<file path="src/rtl/pab_arb_pkg.sv">
// Shared definitions for the PAB round-robin arbiter.
//   state_t      : arbiter sequencing states
//   TIMEOUT_DATA : read data returned to a core when a transaction times out
package pab_arb_pkg;

    typedef enum logic [1:0] {
        IDLE    = 2'd0,
        ISSUE   = 2'd1,
        WAIT    = 2'd2,
        RELEASE = 2'd3
    } state_t;

    localparam logic [31:0] TIMEOUT_DATA = 32'hFFFF_FFFF;

endpackage

</file>
<file path="src/rtl/pab_rr_pick.sv">
// Combinational round-robin picker.
// Scans req starting at index ptr, wrapping at NCORES, and returns the first
// requesting index.
//   req : per-core request vector
//   ptr : index holding highest priority this round
//   sel : chosen index (0 when nothing requests)
//   any : at least one request present
module pab_rr_pick
    import pab_arb_pkg::*;
#(
    parameter int NCORES = 2,
    parameter int IW     = $clog2(NCORES)
) (
    input  logic [NCORES-1:0] req,
    input  logic [IW-1:0]     ptr,
    output logic [IW-1:0]     sel,
    output logic              any
);

    localparam logic [IW:0] NC = (IW+1)'(NCORES);

    logic [IW:0] idx;

    // Walk from the farthest candidate back towards ptr so the candidate
    // closest to ptr is the last one written and therefore wins.
    always_comb begin
        sel = '0;
        any = 1'b0;
        idx = '0;
        for (int k = NCORES-1; k >= 0; k--) begin
            idx = {1'b0, ptr} + (IW+1)'(k);
            if (idx >= NC) begin
                idx = idx - NC;
            end
            if (req[idx[IW-1:0]]) begin
                sel = idx[IW-1:0];
                any = 1'b1;
            end
        end
    end

endmodule

</file>
<file path="src/rtl/pab_rr_arbiter.sv">
// Round-robin arbiter sharing one PAB memory port between NCORES cores.
// One core is granted per transaction in rotating priority; every other
// requester is stalled through HLT until its own transaction completes.
//
// Ports
//   CLK, RESN            clock (posedge) and asynchronous active-low reset
//   DADDR/DATAO/BE       per-core address, write data, byte enables (core i at slice i)
//   WR/RD                per-core write / read request
//   DATAI                read data shared by all cores, valid when own HLT drops
//   HLT                  per-core stall (combinational: REQ & ~REL)
//   GNT                  one-hot index of the core being served, 0 when idle
//   ERR                  sticky timeout flag
//   PAB_*                request towards the memory controller
//   MEM_READY/MEM_VALID  controller accept / transaction done
//   MEM_DATA             read data from the controller
//
// Build option
//   PAB_TIMEOUT_EN : when defined, a transaction that sees no MEM_VALID within
//                    TIMEOUT cycles of its grant is force-completed with
//                    TIMEOUT_DATA and ERR is set. When undefined the arbiter
//                    waits indefinitely and ERR is tied low.
module pab_rr_arbiter
    import pab_arb_pkg::*;
#(
    parameter int NCORES  = 2,
    parameter int TIMEOUT = 255
) (
    input  logic                   CLK,
    input  logic                   RESN,
    input  logic [32*NCORES-1:0]   DADDR,
    input  logic [32*NCORES-1:0]   DATAO,
    input  logic [NCORES-1:0]      WR,
    input  logic [NCORES-1:0]      RD,
    input  logic [4*NCORES-1:0]    BE,
    output logic [31:0]            DATAI,
    output logic [NCORES-1:0]      HLT,
    output logic [NCORES-1:0]      GNT,
    output logic                   ERR,
    output logic [31:0]            PAB_ADDR,
    output logic [31:0]            PAB_DATA,
    output logic [3:0]             PAB_BE,
    output logic                   PAB_RD,
    output logic                   PAB_WR,
    output logic                   PAB_VALID,
    input  logic                   MEM_READY,
    input  logic                   MEM_VALID,
    input  logic [31:0]            MEM_DATA
);

    localparam int          IW   = $clog2(NCORES);
    localparam logic [IW-1:0] LAST = IW'(NCORES-1);

    if (NCORES < 2 || TIMEOUT < 1) begin : g_param_check
        $error("pab_rr_arbiter: NCORES must be >= 2 and TIMEOUT >= 1");
    end

    state_t             state;
    logic [IW-1:0]      ptr;
    logic [IW-1:0]      sel_q;
    logic [NCORES-1:0]  rel;
    logic [NCORES-1:0]  req;

    logic [IW-1:0]      pick_sel;
    logic               pick_any;

    logic [31:0]        w_addr;
    logic [31:0]        w_data;
    logic [3:0]         w_be;
    logic               w_wr;
    logic               w_rd;

    logic               mem_done;
    logic               tmo_hit;

    assign req = WR | RD;
    // A fresh request stalls in the same cycle; only the REL pulse of a
    // completed transaction lets a core run on.
    assign HLT = req & ~rel;

    pab_rr_pick #(
        .NCORES (NCORES),
        .IW     (IW)
    ) u_pick (
        .req (req),
        .ptr (ptr),
        .sel (pick_sel),
        .any (pick_any)
    );

    // Winner's request fields.
    always_comb begin
        w_addr = '0;
        w_data = '0;
        w_be   = '0;
        w_wr   = 1'b0;
        w_rd   = 1'b0;
        for (int i = 0; i < NCORES; i++) begin
            if (pick_sel == IW'(i)) begin
                w_addr = DADDR[32*i +: 32];
                w_data = DATAO[32*i +: 32];
                w_be   = BE[4*i +: 4];
                w_wr   = WR[i];
                w_rd   = RD[i];
            end
        end
    end

    // MEM_VALID only counts while a transaction is outstanding; in ISSUE it
    // must coincide with acceptance.
    assign mem_done = ((state == ISSUE) && MEM_READY && MEM_VALID) ||
                      ((state == WAIT)  && MEM_VALID);

`ifdef PAB_TIMEOUT_EN
    localparam int TMO_W = $clog2(TIMEOUT+1);

    logic [TMO_W-1:0] tmo_cnt;

    assign tmo_hit = ((state == ISSUE) || (state == WAIT)) && !mem_done &&
                     (tmo_cnt == TMO_W'(TIMEOUT-1));

    always_ff @(posedge CLK or negedge RESN) begin
        if (!RESN) begin
            tmo_cnt <= '0;
            ERR     <= 1'b0;
        end else begin
            if ((state == IDLE) && pick_any) begin
                tmo_cnt <= '0;
            end else if ((state == ISSUE) || (state == WAIT)) begin
                tmo_cnt <= tmo_cnt + TMO_W'(1);
            end
            if (tmo_hit) begin
                ERR <= 1'b1;
            end
        end
    end
`else
    assign tmo_hit = 1'b0;
    assign ERR     = 1'b0;
`endif

    always_ff @(posedge CLK or negedge RESN) begin
        if (!RESN) begin
            state     <= IDLE;
            ptr       <= '0;
            sel_q     <= '0;
            rel       <= '0;
            GNT       <= '0;
            DATAI     <= '0;
            PAB_ADDR  <= '0;
            PAB_DATA  <= '0;
            PAB_BE    <= '0;
            PAB_RD    <= 1'b0;
            PAB_WR    <= 1'b0;
            PAB_VALID <= 1'b0;
        end else begin
            case (state)
                IDLE: begin
                    if (pick_any) begin
                        sel_q     <= pick_sel;
                        PAB_ADDR  <= w_addr;
                        PAB_DATA  <= w_data;
                        PAB_BE    <= w_be;
                        // Write wins when a core raises both strobes.
                        PAB_WR    <= w_wr;
                        PAB_RD    <= w_rd & ~w_wr;
                        PAB_VALID <= 1'b1;
                        GNT       <= NCORES'(1) << pick_sel;
                        ptr       <= (pick_sel == LAST) ? '0 : pick_sel + IW'(1);
                        state     <= ISSUE;
                    end
                end
                ISSUE, WAIT: begin
                    if (mem_done || tmo_hit) begin
                        if (PAB_RD) begin
                            DATAI <= tmo_hit ? TIMEOUT_DATA : MEM_DATA;
                        end
                        rel       <= NCORES'(1) << sel_q;
                        PAB_RD    <= 1'b0;
                        PAB_WR    <= 1'b0;
                        PAB_VALID <= 1'b0;
                        state     <= RELEASE;
                    end else if ((state == ISSUE) && MEM_READY) begin
                        PAB_VALID <= 1'b0;
                        state     <= WAIT;
                    end
                end
                RELEASE: begin
                    // One bubble: a core that just dropped its request cannot
                    // be picked again off a stale REQ.
                    rel   <= '0;
                    GNT   <= '0;
                    state <= IDLE;
                end
                default: state <= IDLE;
            endcase
        end
    end

endmodule

</file>
<file path="config.mk">
export PLATFORM = sky130hd
export DESIGN_NAME = pab_rr_arbiter
export DESIGN_NICKNAME = d
export VERILOG_FILES = /design/src/rtl/pab_arb_pkg.sv /design/src/rtl/pab_rr_pick.sv /design/src/rtl/pab_rr_arbiter.sv
export SDC_FILE = /design/constraint.sdc
export NUM_CORES = 1
export LEC_CHECK = 0
export ABC_CLOCK_PERIOD_IN_PS = 3390
export CORE_UTILIZATION = 40
export DETAILED_ROUTE_END_ITERATION = 8
export PLACE_DENSITY = 0.94
export SLEW_MARGIN = 10
export SYNTH_ARGS = -nofsm -noshare
export SYNTH_HDL_FRONTEND = slang
export SYNTH_SLANG_ARGS = --single-unit
</file>
<file path="constraint.sdc">
create_clock -name CLK -period 3.39 [get_ports CLK]
set_input_delay 0.339 -clock CLK [delete_from_list [all_inputs] [get_ports CLK]]
set_output_delay 0.339 -clock CLK [all_outputs]
set_load 0.05 [all_outputs]
</file>
==> results.md, run 1 <==
- Cells after Synth: 372
- Final nets: 824
- RSZ-0062 raised after global routing: false
- Post-layout util: 0.712
- Root Driver: clkbuf_16
- Initial DRC Count: 614
- CP Data Arrival Time: 1.97 ns
- Peak supply drop: 0.654 mV
- Htree depth: 3
- Largest net degree at the start of global routing: 63
- # IOs: 284
- Critical path capture point type: primary output
- CP Max Fanout: 3
- Pwr dens: 1040 nW/um^2
- Grt total ovfl: 0
- Layout cell share with drive strength beyond 1: 0.0462
- Tmin final: 2.31 ns
- Final Setup Violations: 0
- Vias per inst: 5.48
- Worst slack at placement: 0.914 ns
- Antenna violations before repair: 0
- Port Buffer Count: 282
- Final Hold Vio Count: 0
- Asr flop ratio synth: 1.00
- Core area: 11000 sq um
- Global-route wire length before repair: 22500 um
- Ys flop type: dfrtp_1
- Vias in the first global route: 4428
- Layout Skew: 0.0104 ns
- Final slew viol count: 0
- Sequential area share after synthesis: 0.603
- EDFF count, synth: 0
- Setup TNS: 0 ns
- Die footprint: 12000 sq um
- Clock transition at path regs: 0.07 ns
- Yosys top cell area share: 0.603
- Residual DRC: 7
- Post-route clock period utilization: 0.680
- Slowest stage delay, CP: 0.84 ns
- Worst-case clock buffer depth: 2
- Max Cap Viol: 0
- Ranking of synthesized cells by area: dfrtp_1, a222oi_1, mux2_1, inv_1, buf_2
- FF-to-FF setup slack: 1.17 ns
- Crit start category: input pin
- Max-slew headroom: 0.497
- Distinct cells, synth: 32
- Post-Syn Area per Cell: 12.4 sq um
- Later-pin clock latency in the skew report: 0.34 ns
- Area delta synth->final: 70.6%
- Pleak: 3.63 nW
- CP Capture Point: HLT[0]
- Failing checks: DRC
- Worst path top cell family by delay: buffers and inverters
- Worst r2r src: state[0]
- Clk sinks: 111
- # hold bufs at CTS: 0
- Mapped Area: 4610 sq um
- Gpl congestion: 0.792
- #FFs+latches synth: 111
- WS Path Type: input pin to primary output
- Commonest cells post-synth: dfrtp_1, inv_1, a222oi_1
- DRT Pass-1 Iters: 9
- Worst slew pin tran: 0.754 ns
- Initial core utilization: 0.418
- CP Data Required Time: 3.05 ns
- Buffers plus inverters on the worst setup path: 2
- Post-Syn Nets: 552
- Antenna-violating nets left: 0
- CP startpoint: WR[0]
- Reg2reg path depth: 6
- Fmax: 434 MHz
- Global-route usage over all layers: 0.247
- Levels on crit path: 4
- Top-count cell post-synth: dfrtp_1
- Post CTS Setup Buffer Count: 0
- Worst setup margin: 1.08 ns
- YS warnings: 0
- Reg-to-Reg End: DATAI[21]
- Hold Path Class: input pin to asynchronous set/reset pin
- Final WL: 15300 um
- Die width: 109 um
- CTS resizes: 0
- # diodes: 0
- Row count: 38
- Top cell type by total area after synthesis: dfrtp_1
- CP max-delay cell: clkdlybuf4s50_1
- CTS buffer count: 9
- WL/cell: 19.4 um
- DP HPWL: 11400 um
- Outcome: finished with violations
- Vias: 4320
- Crit-path cells: clkdlybuf4s50_1 > nor2_1 > nor2_1 > clkdlybuf4s50_1
- CTS tree: built
- Die Ht: 109 um
## metrics by stage
step	instance area (sq um)	hold WS (ns)	cells	power, mW
after floorplan	4610	0.0434	372	5.32
after global placement	7550	0.400	773	6.89
after detailed placement	7550	0.413	773	7.07
after CTS	7860	0.0455	789	8.16
after global routing	7860	0.0772	789	8.50
final	7860	0.0292	789	8.14
## cell families after synthesis
family	Yosys count	synth area share
multiplexers	34	0.0828
buffers and inverters	101	0.0899
AND/OR/NAND/NOR	34	0.0372
AO/OA/AOI/OAI	87	0.175
adder cells (fa/ha/maj)	4	0.0109
other	1	0.000814
flip-flops	111	0.603
## placed cells by master, fill, tap and decap left out, types with 2 or more instances in the layout
cell / instances
dfrtp_1: 111
inv_1: 72
clkbuf_16: 9
clkdlybuf4s50_1: 281
a21o_1: 4
a222oi_1: 68
clkbuf_8: 2
clkinv_2: 2
o21ai_1: 4
buf_12: 2
nor2_1: 9
nand3_1: 4
mux2_1: 33
a21oi_1: 5
buf_4: 6
ha_1: 4
nand2_1: 11
## worst register-to-register path, delay by kind of cell (launching register included)
family | cells | cell delay [ns]
flops | 1 | 0.40
buf+inv | 2 | 0.47
mux | 1 | 0.40
simple gates | 2 | 0.25
fa+ha+maj | 1 | 0.56
## worst min path at each step
stage / from / end / slack (ns)
2_1_floorplan: RESN / DATAI[0] / 0.04
3_3_place_gp: RESN / DATAI[19] / 0.40
3_5_place_dp: RESN / DATAI[14] / 0.41
4_1_cts: RESN / DATAI[14] / 0.05
5_1_grt: RESN / DATAI[12] / 0.08
6_report: RESN / DATAI[14] / 0.03
## per-layer routing
layer  track usage  routed length, um
met1         0.275               5450
met2         0.449               8000
met3        0.0504               1210
met4         0.121                630
met5             0                  0
## final cells by class
class	instances	area, sq um
Tap cell	140	175
Timing Repair Buffer	289	2900
Sequential cell	111	2780
Fill cell	771	3170
Clock inverter	5	56.3
Multi-Input combinational cell	160	1420
Clock buffer	11	253
Inverter	73	274
## sequential cells by signal (all words and copies together) (netlist names)
name	flops
DATAI	32
GNT	2
PAB_ADDR	32
PAB_BE	4
PAB_DATA	32
PAB_RD	1
PAB_VALID	1
PAB_WR	1
ptr	1
rel	2
sel_q	1
state	2
## report_power, final
| part | switching [mW] | leakage [nW] | internal (mW) |
|---|---|---|---|
| logic | 3.06 | 2.07 | 1.72 |
| clock network | 0.475 | 0.152 | 0.613 |
| registers | 0.362 | 1.41 | 1.92 |
| total | 3.90 | 3.63 | 4.25 |
(Power assumes the default switching activity.)
==> run 2, diff against run 1 <==
--- a/config.mk
+++ b/config.mk
@@ -5,10 +5,11 @@
 export SDC_FILE = /design/constraint.sdc
 export NUM_CORES = 1
 export LEC_CHECK = 0
-export ABC_CLOCK_PERIOD_IN_PS = 3390
-export CORE_UTILIZATION = 40
+export ABC_CLOCK_PERIOD_IN_PS = 2150
+export CORE_ASPECT_RATIO = 1.1
+export CORE_UTILIZATION = 37
 export DETAILED_ROUTE_END_ITERATION = 8
-export PLACE_DENSITY = 0.94
+export PLACE_DENSITY = 0.88
 export SLEW_MARGIN = 10
 export SYNTH_ARGS = -nofsm -noshare
 export SYNTH_HDL_FRONTEND = slang
==> constraint.sdc (replaced) <==
create_clock -name CLK -period 2.15 [get_ports CLK]
set_input_delay 0.215 -clock CLK [delete_from_list [all_inputs] [get_ports CLK]]
set_output_delay 0.215 -clock CLK [all_outputs]
set_load 0.05 [all_outputs]
==> run 2 against run 1 <==
The run now ends clean. Die area is 8.0% higher. Sequential cell count did not move. Combinational power rose by 59%. Register-to-register slack got worse by 0.91 ns. Largest power group unchanged. Routed wire length down 1.8%.
==> results.md, run 2 (same netlist as run 1, synthesis figures left out) <==
- Outcome: finished clean
- WL/cell: 18.6 um
- CP Data Required Time: 2.43 ns
- RSZ-0062 raised after global routing: false
- Die width: 108 um
- Pwr dens: 1610 nW/um^2
- Grt total ovfl: 0
- P_int: 6.61 mW
- Critical path capture point type: flip-flop
- Worst r2r src: state[0]
- Max Cap Viol: 0
- CTS tree: built
- Vias: 4321
- Core area: 12100 sq um
- DRT Pass-1 Iters: 7
- # diodes: 0
- CP dominant cell by count: inv_1
- Total power: 12.8 mW
- Antenna-violating nets left: 0
- # IOs: 284
- Clock transition at path regs: 0.08 ns
- Global-route usage over all layers: 0.228
- Pleak: 3.65 nW
- Post CTS Setup Buffer Count: 0
- Vias per inst: 5.35
- Switching share of power: 0.483
- Final WL: 15000 um
- Final Setup Violations: 0
- Commonest non-fill, non-tap cell in the layout: clkdlybuf4s50_1
- Die Ht: 119 um
- Logic pwr share: 0.593
- Crit start category: flip-flop
- Post-route clock period utilization: 0.880
- Initial DRC Count: 448
- Antenna violations before repair: 0
- DP HPWL: 11300 um
- Root Driver: clkbuf_16
- Regs by FF count: DATAI x32, PAB_ADDR x32, PAB_DATA x32
- Area delta synth->final: 71.9%
- CTS buffer count: 9
- Hold Path Class: input pin to asynchronous set/reset pin
- Largest net degree at the start of global routing: 49
- Clock share of power: 0.125
- Port Buffer Count: 282
- Max-slew headroom: 0.619
- WS Path Type: flip-flop to flip-flop
- Row count: 42
- Later-pin clock latency in the skew report: 0.35 ns
- Worst slew pin tran: 0.570 ns
- Tmin final: 1.89 ns
- Sequential fraction of design power: 0.282
- CP max-delay cell: dfrtp_1
- Die footprint: 12900 sq um
- Global-route wire length before repair: 22600 um
- Setup TNS: 0 ns
- Final slew viol count: 0
- Peak supply drop: 0.814 mV
- Vias in the first global route: 4494
- Fmax: 529 MHz
- Post-layout util: 0.655
- P_sw: 6.16 mW
- CP Max Fanout: 48
- Worst-case clock buffer depth: 2
- Initial core utilization: 0.381
- Final Hold Vio Count: 0
- Htree depth: 3
- Post-Place Cell Area: 7620 sq um
- Design area: 7920 sq um
- Clk sinks: 111
- Layout cell share with drive strength beyond 1: 0.0536
- Gpl congestion: 0.794
- CP startpoint: state[0]
- Residual DRC: 0
- Crit-path cells: inv_1 > ha_1 > inv_2 > nor3_4 > buf_6 > a222oi_1 > inv_1
- CP Data Arrival Time: 2.17 ns
- Final nets: 828
- Slowest stage delay, CP: 0.42 ns
- Layout Skew: 0.00731 ns
- Highest-count cells in the layout ignoring fill and taps: clkdlybuf4s50_1, dfrtp_1, inv_1
## run 2: worst max-delay path: cells and delay by family, from the launching register on
kind	cells	cell delay [ns]
AO/OA/AOI/OAI	1	0.18
AND/OR/NAND/NOR	1	0.22
adder cells (fa/ha/maj)	1	0.32
flip-flops	1	0.42
buffers and inverters	4	0.66
## run 2: routing by layer
metal | track usage | vias to the layer above | part of all wire | routed length, um
met5 | 0 | - | 0 | 0
met4 | 0.122 | 0 | 0.041 | 613
met3 | 0.0400 | 45 | 0.075 | 1130
met2 | 0.420 | 242 | 0.53 | 8010
met1 | 0.242 | 2107 | 0.35 | 5270
li1 | - | 1927 | - | -
## run 2: area by class of cell
| type | count | area, sq um |
|---|---|---|
| clock buffers | 10 | 239 |
| clock inverters | 6 | 46.3 |
| fillers | 939 | 4170 |
| inverters | 73 | 274 |
| multi-input cells | 160 | 1420 |
| flip-flops and latches | 111 | 2780 |
| well taps | 154 | 193 |
| repair buffers | 293 | 2970 |
## run 2: worst paths after layout
check                               end  slack [ns]  cells past startpoint
max                        PAB_ADDR[18]        0.26                      7
min                           DATAI[20]        0.41                      2
max reg2reg                PAB_ADDR[18]        0.26                      7
min reg2reg                   DATAI[10]        0.49                      1
max in group asynchronous  PAB_ADDR[17]        1.14                      3
min in group CLK           PAB_ADDR[19]        0.46                      3
## run 2: power groups by stage
stage / clock (mW) / sequential (mW) / combinational (mW)
5_1_grt: 1.69 / 3.70 / 7.93
4_1_cts: 1.62 / 3.60 / 7.61
3_5_place_dp: 0 / 3.63 / 7.59
3_3_place_gp: 0 / 3.56 / 7.37
6_report: 1.59 / 3.61 / 7.57
2_1_floorplan: 0 / 6.54 / 1.84
## run 2: repair_timing
item | 4_1_cts | 5_1_grt
setup endpoints to repair | 0 | 1
resized for setup | 0 | 1
hold endpoints to repair | 34 | 0
hold buffers | 1 | 0
## run 2: per-stage QoR
step / setup slack (ns) / instances / hold WS (ns)
final: 0.259 / 807 / 0.405
after global routing: 0.117 / 807 / 0.437
after CTS: 0.146 / 807 / 0.406
after detailed placement: 0.116 / 790 / 0.229
after global placement: 0.235 / 790 / 0.217
after floorplan: 0.444 / 372 / -0.0806
